$ cat src/rtl/display_7seg_scan_pkg.sv
// disp7_pkg: segment patterns and digit width shared by the 7-segment scan driver.
`default_nettype none

package disp7_pkg;

  localparam int DIGIT_W = 4;

  // Segment order is {g,f,e,d,c,b,a}, active-high.
  localparam logic [6:0] SEG_0     = 7'b0111111;
  localparam logic [6:0] SEG_1     = 7'b0000110;
  localparam logic [6:0] SEG_2     = 7'b1011011;
  localparam logic [6:0] SEG_3     = 7'b1001111;
  localparam logic [6:0] SEG_4     = 7'b1100110;
  localparam logic [6:0] SEG_5     = 7'b1101101;
  localparam logic [6:0] SEG_6     = 7'b1111101;
  localparam logic [6:0] SEG_7     = 7'b0000111;
  localparam logic [6:0] SEG_8     = 7'b1111111;
  localparam logic [6:0] SEG_9     = 7'b1101111;
  localparam logic [6:0] SEG_A     = 7'b1110111;
  localparam logic [6:0] SEG_B     = 7'b1111100;
  localparam logic [6:0] SEG_C     = 7'b0111001;
  localparam logic [6:0] SEG_D     = 7'b1011110;
  localparam logic [6:0] SEG_E     = 7'b1111001;
  localparam logic [6:0] SEG_F     = 7'b1110001;
  localparam logic [6:0] SEG_BLANK = 7'b0000000;
  localparam logic [6:0] SEG_ALL   = 7'b1111111;

endpackage

`default_nettype wire

$ cat src/rtl/display_7seg_scan_bcd_to_7seg.sv
// bcd_to_7seg: combinational 4-bit code to segment decoder, rev 1.0.
// Optional macro DISP7_HEX_EN: codes 10-15 show A,b,C,d,E,F instead of blank.
`default_nettype none

module bcd_to_7seg
  import disp7_pkg::*;
(
  input  logic [DIGIT_W-1:0] code,
  output logic [6:0]         seg
);

  always_comb begin
    seg = SEG_BLANK;
    case (code)
      4'd0:    seg = SEG_0;
      4'd1:    seg = SEG_1;
      4'd2:    seg = SEG_2;
      4'd3:    seg = SEG_3;
      4'd4:    seg = SEG_4;
      4'd5:    seg = SEG_5;
      4'd6:    seg = SEG_6;
      4'd7:    seg = SEG_7;
      4'd8:    seg = SEG_8;
      4'd9:    seg = SEG_9;
`ifdef DISP7_HEX_EN
      4'd10:   seg = SEG_A;
      4'd11:   seg = SEG_B;
      4'd12:   seg = SEG_C;
      4'd13:   seg = SEG_D;
      4'd14:   seg = SEG_E;
      4'd15:   seg = SEG_F;
`endif
      default: seg = SEG_BLANK;
    endcase
  end

endmodule

`default_nettype wire

$ cat src/rtl/display_7seg_scan.sv
// display_7seg_scan: multiplexed N-digit 7-segment driver with lamp test and blanking, rev 1.0.
// Optional macro DISP7_HEX_EN enables hex glyphs for codes 10-15.
`default_nettype none

module display_7seg_scan
  import disp7_pkg::*;
#(
  parameter int N_DIGITS = 4,
  parameter int PRESCALE = 50000
) (
  input  logic                        clk,
  input  logic                        rst,
  input  logic [DIGIT_W*N_DIGITS-1:0] bcd_in,
  input  logic [N_DIGITS-1:0]         dp_in,
  input  logic                        le,
  input  logic                        lt_n,
  input  logic                        bi_n,
  output logic [6:0]                  seg,
  output logic                        dp,
  output logic [N_DIGITS-1:0]         an
);

  // A one-digit build still needs a 1-bit index register.
  localparam int IDX_W = (N_DIGITS > 1) ? $clog2(N_DIGITS) : 1;
  localparam int PS_W  = $clog2(PRESCALE);
  localparam logic [PS_W-1:0]  PS_LAST  = PS_W'(PRESCALE - 1);
  localparam logic [IDX_W-1:0] IDX_LAST = IDX_W'(N_DIGITS - 1);

  logic [DIGIT_W*N_DIGITS-1:0] bcd_q;
  logic [N_DIGITS-1:0]         dp_q;
  logic [PS_W-1:0]             presc;
  logic [IDX_W-1:0]            idx;
  logic [DIGIT_W-1:0]          digit;
  logic                        digit_dp;
  logic [N_DIGITS-1:0]         onehot;
  logic [6:0]                  dec_seg;

  always_ff @(posedge clk) begin
    if (rst) begin
      bcd_q <= '0;
      dp_q  <= '0;
    end else if (!le) begin
      bcd_q <= bcd_in;
      dp_q  <= dp_in;
    end
  end

  always_ff @(posedge clk) begin
    if (rst) begin
      presc <= '0;
      idx   <= '0;
    end else if (presc == PS_LAST) begin
      presc <= '0;
      idx   <= (idx == IDX_LAST) ? '0 : idx + 1'b1;
    end else begin
      presc <= presc + 1'b1;
    end
  end

  always_comb begin
    digit    = '0;
    digit_dp = 1'b0;
    onehot   = '0;
    for (int k = 0; k < N_DIGITS; k++) begin
      if (idx == IDX_W'(k)) begin
        digit     = bcd_q[k*DIGIT_W +: DIGIT_W];
        digit_dp  = dp_q[k];
        onehot[k] = 1'b1;
      end
    end
  end

  bcd_to_7seg u_dec (
    .code (digit),
    .seg  (dec_seg)
  );

  // Lamp test outranks blanking; seg, dp and an all update on the same edge.
  always_ff @(posedge clk) begin
    if (rst) begin
      seg <= SEG_BLANK;
      dp  <= 1'b0;
      an  <= '0;
    end else if (!lt_n) begin
      seg <= SEG_ALL;
      dp  <= 1'b1;
      an  <= onehot;
    end else if (!bi_n) begin
      seg <= SEG_BLANK;
      dp  <= 1'b0;
      an  <= '0;
    end else begin
      seg <= dec_seg;
      dp  <= digit_dp;
      an  <= onehot;
    end
  end

endmodule

`default_nettype wire
$ cat config.mk
export PLATFORM = sky130hd
export DESIGN_NAME = display_7seg_scan
export DESIGN_NICKNAME = d
export VERILOG_FILES = /design/src/rtl/display_7seg_scan_pkg.sv /design/src/rtl/display_7seg_scan_bcd_to_7seg.sv /design/src/rtl/display_7seg_scan.sv
export SDC_FILE = /design/constraint.sdc
export NUM_CORES = 1
export LEC_CHECK = 0
export CORE_MARGIN = 3
export CORE_UTILIZATION = 55
export CTS_BUF_LIST = sky130_fd_sc_hd__clkbuf_8
export CTS_CLUSTER_DIAMETER = 100
export DETAILED_ROUTE_END_ITERATION = 7
export GPL_TIMING_DRIVEN = 0
export PLACE_DENSITY = 0.85
export SLEW_MARGIN = 10
export SYNTH_ARGS = -nofsm -noshare
export SYNTH_HDL_FRONTEND = slang
export SYNTH_SLANG_ARGS = --single-unit
$ cat constraint.sdc
create_clock -name clk -period 2.7 [get_ports clk]
set_input_delay 0.405 -clock clk [delete_from_list [all_inputs] [get_ports clk]]
set_output_delay 0.405 -clock clk [all_outputs]
set_load 0.01 [all_outputs]
==> reports/qor.txt, run 1 <==
Post-synthesis cell type count: 45
Area of the mapped netlist: 2360 µm²
Vias in the first global route: 1,752
Maximum root-to-sink buffer count: 2
Via count: 1,798
Die Area: 5110 µm²
# rows: 23
Final TNS setup: 0 ps
Final Worst Setup Slack: 260 ps
CTS root buf: clkbuf_8
Hold_sp: rst
Post-Synthesis Cells: 241
Drt pass-1 iters: 6
Post-CTS Repair Setup Buffers: 0
Critical path buffers and inverters: 4
Global-route wire length before repair: 8290 µm
CTS tree: done
Clock skew: 10.3 ps
ANT nets after route: 0
Final RePlAce weighted congestion: 0.869
# hold bufs at CTS: 0
Hold Fails Final Rpt: 0
Max-slew headroom: 0.524
Max stage delay on crit path: 430 ps
Routed WL: 4710 µm
Fmax: 410 MHz
Commonest non-fill, non-tap cell in the layout: dfxtp_1
Initial Util: 0.581
PD cells: 495 nW/µm²
Required @ worst endpoint: 2930 ps
Synth Register Bits: 50
Max_cap viols: 0
Commonest non-fill, non-tap cells in the layout: dfxtp_1 (50), nor2_1 (38), clkdlybuf4s50_1 (34), mux2i_1 (23), inv_1 (13)
Syn Area/Cell: 9.79 µm²
Worst Hold Endpoint: idx[1]
Synth area leaders: dfxtp_1 (42%), mux2i_1 (9.8%), nor2_1 (6.0%)
Post-detailed-route wirelength per cell: 14.1 µm
Startpoint Class: flip-flop
Share of layout cells above drive strength 1: 0.0848
Initial antenna violation count: 0
GRT Util Overall: 0.207
Peak supply drop: 0.443 mV
Fin nets: 317
DIE HEIGHT: 71.5 µm
Cell family with most CP delay: compound AO/OA/AOI/OAI gates
Worst R2R Setup Slack: 260 ps
Max-slew violation count: 0
Run status: completed
Setup-failing EPs final: 0
N_diodes: 0
Hpwl dp: 3470 µm
Count of input and output buffers: 34
Crit-path cells: inv_1 -> ha_1 -> buf_4 -> nand3b_1 -> a221oi_4 -> inv_1 -> ha_1 -> inv_1 -> o211ai_1 -> o21ai_0
Largest net degree at the start of global routing: 16
Worst-path clk slew: 90 ps
Syn_nets: 276
Global route overflow: 0
Clock period minus worst slack: 2440 ps
Die Wd: 71.5 µm
P_leak: 1.16 nW
Synth area leader: dfxtp_1
Setup CP Type: flip-flop to flip-flop
Reg2Reg Depth: 10
Post-placement worst setup slack: 293 ps
Synth-to-Final Area Change: 21.1%
RSZ-0062 raised after global routing: no
Post-synthesis sequential area ratio: 0.424
Worst Hold Depth: 2
TritonCTS Buffers: 5
Critical Path Slowest Stage Cell: a221oi_4
Worst Path Arrival: 2670 ps
Worst setup EP type: flip-flop
Ys async rst share: 0
Syn. warnings: 0
Most common flop cell mapped by yosys: dfxtp_1
Core ar.: 4060 µm²
Reg-to-reg startpoint: idx[1]
Hold crit path type: primary input to flip-flop
Post-synth EDFFs: 0
Post-CTS Resized: 0
FILL cells: 342
Yosys top cell area share: 0.424
Worst path most repeated cell: inv_1
Iter 0 DRT Violations: 92
CP max FO: 10
H-tree depth: 2
Clock latency reported for the late side of the worst-skew pair: 310 ps
Clk sink count: 50
R2r endpoint: seg[3]
DRC violations left: 0
Via density per instance: 5.40
Period Utilization, post-route: 0.904
Boundary Pins: 37
Worst slew pin tran: 714 ps
-- stage by stage --
step            util  power, mW  cells  hold slack (ps)  cell area (µm²)
6_report       0.704       1.42    333              466             2860
5_1_grt        0.704       1.48    333              508             2860
4_1_cts        0.704       1.42    333              466             2860
3_5_place_dp   0.681      0.981    325              457             2760
3_3_place_gp   0.681      0.974    325              442             2760
2_1_floorplan      -      0.899    241              426             2360
-- flip-flops by register name (all words and copies together), names as in the netlist --
register / cells
bcd_q: 16
an: 4
dp_q: 4
dp: 1
presc: 16
seg: 7
idx: 2
-- kinds of logic (layout without fill, tap and decap cells) --
family	Yosys count	count (layout)	synth area share
mux	23	23	0.0976
simple gates	85	85	0.193
flops	50	50	0.424
fa+ha+maj	10	10	0.0531
compound gates	33	33	0.128
buf+inv	27	69	0.0562
xor+xnor	13	13	0.0483
-- routing by layer --
| layer | vias up | share of wire | GRT usage |
|---|---|---|---|
| li1 | 915 | - | - |
| met1 | 822 | 0.48 | 0.272 |
| met4 | 0 | 0.026 | 0.0960 |
| met2 | 48 | 0.44 | 0.323 |
| met5 | - | 0 | 0 |
| met3 | 13 | 0.051 | 0.0477 |
-- synthesized netlist by cell type, types with 2 or more instances --
library cell and instances:
dfxtp_1 50, nor2_1 38, mux2i_1 23, inv_1 13, ha_1 10, xor2_1 10, nand2_1 7, o21ai_0 7
and2_1 6, clkbuf_1 6, nand3_1 6, a21oi_1 5, nand4_1 5, a211oi_1 3, a41oi_1 3, and4_1 3
buf_2 3, nor3b_1 3, or3_1 3, xnor2_1 3, a211o_1 2, a211oi_2 2, a221oi_4 2, a311oi_1 2
and3_1 2, buf_4 2, nand2b_1 2, nand3b_1 2, nor4b_1 2
-- final cells by class --
cell class / instances / area (µm²) / area share
Sequential cell: 50 / 1000 / 0.350
Buffer: 14 / 83.8 / 0.0293
Timing Repair Buffer: 34 / 340 / 0.119
Clock inverter: 2 / 12.5 / 0.00438
Tap cell: 50 / 62.6 / 0.0219
Clock buffer: 6 / 82.6 / 0.0289
Inverter: 13 / 48.8 / 0.0171
Multi-Input combinational cell: 164 / 1220 / 0.429
-- where the power goes --
group / switching [mW] / internal (mW) / leakage, nW
Sequential: 0.0166 / 0.771 / 0.411
Combinational: 0.0813 / 0.0958 / 0.705
Clock: 0.245 / 0.206 / 0.0472
-- how the worst max path moves through the flow --
stage	start	end	slack, ps	cells after the start
5_1_grt	idx[1]	seg[3]	70	10
2_1_floorplan	idx[0]	seg[0]	710	10
6_report	idx[1]	seg[3]	260	10
3_3_place_gp	idx[1]	seg[5]	460	9
3_5_place_dp	idx[1]	seg[3]	290	10
4_1_cts	idx[1]	seg[3]	240	10
No activity file was read; power rests on OpenSTA's default activity.
==> inputs of run 2 (changes only) <==
--- a/config.mk
+++ b/config.mk
@@ -11,8 +11,9 @@
 export CTS_CLUSTER_DIAMETER = 100
 export DETAILED_ROUTE_END_ITERATION = 7
 export GPL_TIMING_DRIVEN = 0
-export PLACE_DENSITY = 0.85
+export PLACE_DENSITY = 0.86
 export SLEW_MARGIN = 10
 export SYNTH_ARGS = -nofsm -noshare
 export SYNTH_HDL_FRONTEND = slang
+export SYNTH_HIERARCHICAL = 1
 export SYNTH_SLANG_ARGS = --single-unit
==> run 2 against run 1 <==
Compared with the run above:
- via count is 1.1% higher
- synthesized cell count is 6.2% higher
- global-route usage is 2.4 points lower
- clock skew is 3.4 ps lower
- utilization is 2.3 points higher
- critical path depth is 3 higher
- first-iteration DRC count is 5.4% lower
- synthesized area is 4.1% lower
- die area is 3.8% lower
- worst setup slack worse by 29 ps
- critical path type unchanged
- highest routed layer unchanged
==> reports/qor.txt, run 2 <==
Switching Share: 0.236
Switching Power: 0.321 mW
Drt pass-1 iters: 4
Clock skew: 6.90 ps
Required @ worst endpoint: 2930 ps
Commonest non-fill, non-tap cell in the layout: dfxtp_1
Hpwl dp: 3200 µm
Worst setup EP type: flip-flop
Fmax: 405 MHz
Max-slew headroom: 0.539
Syn_nets: 292
RSZ-0062 raised after global routing: no
Non-Filler Instances: 346
Hold crit path type: primary input to flip-flop
Boundary Pins: 37
Global-route wire length before repair: 7360 µm
N_diodes: 0
Synth Register Bits: 50
P_leak: 1.12 nW
Critical Path Slowest Stage Cell: dfxtp_1
Cell family with most CP delay: compound AO/OA/AOI/OAI gates
Post-synth EDFFs: 0
Post-synthesis cell type count: 36
Area of the mapped netlist: 2260 µm²
Most common flop cell mapped by yosys: dfxtp_1
Logic pwr share: 0.133
Flop pwr share: 0.578
# rows: 22
Period Utilization, post-route: 0.914
Worst slew pin tran: 691 ps
Run status: completed
Synth area leaders: dfxtp_1 (44%), mux2i_1 (8.8%), nor2_1 (6.6%)
Share of layout cells above drive strength 1: 0.0638
CTS tree: done
Synth-to-Final Area Change: 22.1%
Routed WL: 4370 µm
Yosys top cell area share: 0.442
Initial antenna violation count: 0
CP max FO: 10
PD cells: 492 nW/µm²
Vias in the first global route: 1,688
Syn. warnings: 6
Ys async rst share: 0
# hold bufs at CTS: 0
Clock period minus worst slack: 2470 ps
Worst R2R Setup Slack: 230 ps
Post-detailed-route wirelength per cell: 12.6 µm
Final TNS setup: 0 ps
CTS root buf: clkbuf_8
Max stage delay on crit path: 360 ps
Worst Hold Depth: 2
Hold Fails Final Rpt: 0
Final RePlAce weighted congestion: 0.857
Setup-failing EPs final: 0
Via density per instance: 5.25
Critical path buffers and inverters: 5
DRC violations left: 0
Max-slew violation count: 0
Startpoint Class: flip-flop
Worst-path clk slew: 80 ps
Setup CP Type: flip-flop to flip-flop
Reg2Reg Depth: 13
Multi-input logic area: 1160 µm²
Register Area: 1000 µm²
Synth area leader: dfxtp_1
Initial Util: 0.596
Pint: 1.04 mW
Via count: 1,818
Worst Path Arrival: 2700 ps
Max_cap viols: 0
DIE HEIGHT: 70.1 µm
Critical path depth: 13
Iter 0 DRT Violations: 87
Die Area: 4920 µm²
Placed Cells incl. Taps: 337
GRT Util Overall: 0.183
Die Wd: 70.1 µm
Most common library cells after synthesis: dfxtp_1 (50), nor2_1 (40), a21oi_1 (20), inv_1 (20), mux2i_1 (20)
Post-Synthesis Cells: 256
Total power: 1.36 mW
Commonest non-fill, non-tap cells in the layout: dfxtp_1 (50), nor2_1 (39), clkdlybuf4s50_1 (33), inv_1 (22)
Syn Area/Cell: 8.84 µm²
Regs by FF count: bcd_q (16), presc (16), seg (7)
Global route overflow: 0
Most frequent cell after synthesis: dfxtp_1
Crit-path cells: inv_1 -> ha_1 -> clkbuf_2 -> nand3b_1 -> a21oi_1 -> a21oi_1 -> o21ai_2 -> inv_1 -> ha_1 -> inv_1 -> o21ai_0 -> inv_1 -> a21oi_1
Worst path most repeated cell: inv_1
Fin nets: 334
Largest net degree at the start of global routing: 14
TritonCTS Buffers: 5
FILL cells: 290
Maximum root-to-sink buffer count: 2
Min Hold Slack: 478 ps
Post-synthesis sequential area ratio: 0.442
Clk sink count: 50
Clock share of power: 0.289
Peak supply drop: 0.450 mV
Count of input and output buffers: 33
ANT nets after route: 0
Core ar.: 3800 µm²
Clock latency reported for the late side of the worst-skew pair: 300 ps
H-tree depth: 2
-- run 2: cell count changes in the layout (fill, tap and decap cells not counted), sizes merged, moves of 5 or more --
cell,previous run,this run
a21oi,5,21
xor2,10,3
inv,13,22
nand2,7,12
xnor2,3,11
a211oi,5,0
o21ai,7,12
-- run 2: routing by layer --
layer  wire length (µm)  vias to the layer above  share of wire  global-route usage
li1                   -                      940              -                   -
met3                193                        7          0.044              0.0417
met5                  0                        -              0                   0
met1               1980                      830           0.45               0.229
met4                 59                        0          0.013              0.0660
met2               2140                       41           0.49               0.308
-- run 2: worst paths after layout --
check | start | end
max reg2reg | idx[1] | seg[3]
min reg2reg | bcd_q[6] | bcd_q[6]
min | rst | presc[2]
max | idx[1] | seg[3]
-- run 2: what timing repair did --
action / CTS / global route
gates resized for setup: 3 / 7
setup endpoints to repair: 7 / 7
pin swaps: 0 / 1
setup buffers: 0 / 2
-- run 2: logic make-up (layout without fill, tap and decap cells) --
logic type | after synthesis | after routing | synth area share
xor gates and xnor gates | 14 | 14 | 0.0542
DFF | 50 | 50 | 0.442
buffers and inverters | 30 | 72 | 0.0503
AOI/OAI and AO/OA | 42 | 42 | 0.111
and+or+nand+nor | 89 | 89 | 0.193
adders and majority gates | 11 | 11 | 0.0608
muxes | 20 | 20 | 0.0885
-- run 2: stage by stage --
stage	instance area (µm²)	setup WS (ps)	utilization
CTS	2730	103	0.719
global route	2760	37.3	0.727
detailed placement	2650	-349	0.698
floorplan	2260	118	-
global placement	2650	-266	0.698
finish	2760	231	0.727
-- run 2: power groups by stage --
stage,clock [mW],combinational (mW),sequential [mW]
after floorplan,0,0.0977,0.806
after global placement,0,0.171,0.802
after detailed placement,0,0.174,0.803
after CTS,0.402,0.176,0.786
after global routing,0.430,0.201,0.790
final,0.392,0.181,0.786
-- run 2: worst register-to-register path, delay by kind of cell (launching register included) --
kind	cells	cell delay, ps
AOI/OAI and AO/OA	5	830
adders and majority gates	2	510
and+or+nand+nor	1	190
DFF	1	360
buffers and inverters	5	520
-- run 2: area by class of cell --
cell class | count | area share
Multi-Input combinational cell | 176 | 0.422
Tap cell | 48 | 0.0217
Inverter | 20 | 0.0272
Timing Repair Buffer | 35 | 0.125
Clock buffer | 5 | 0.0249
Sequential cell | 50 | 0.362
Clock inverter | 2 | 0.00272
Buffer | 10 | 0.0145
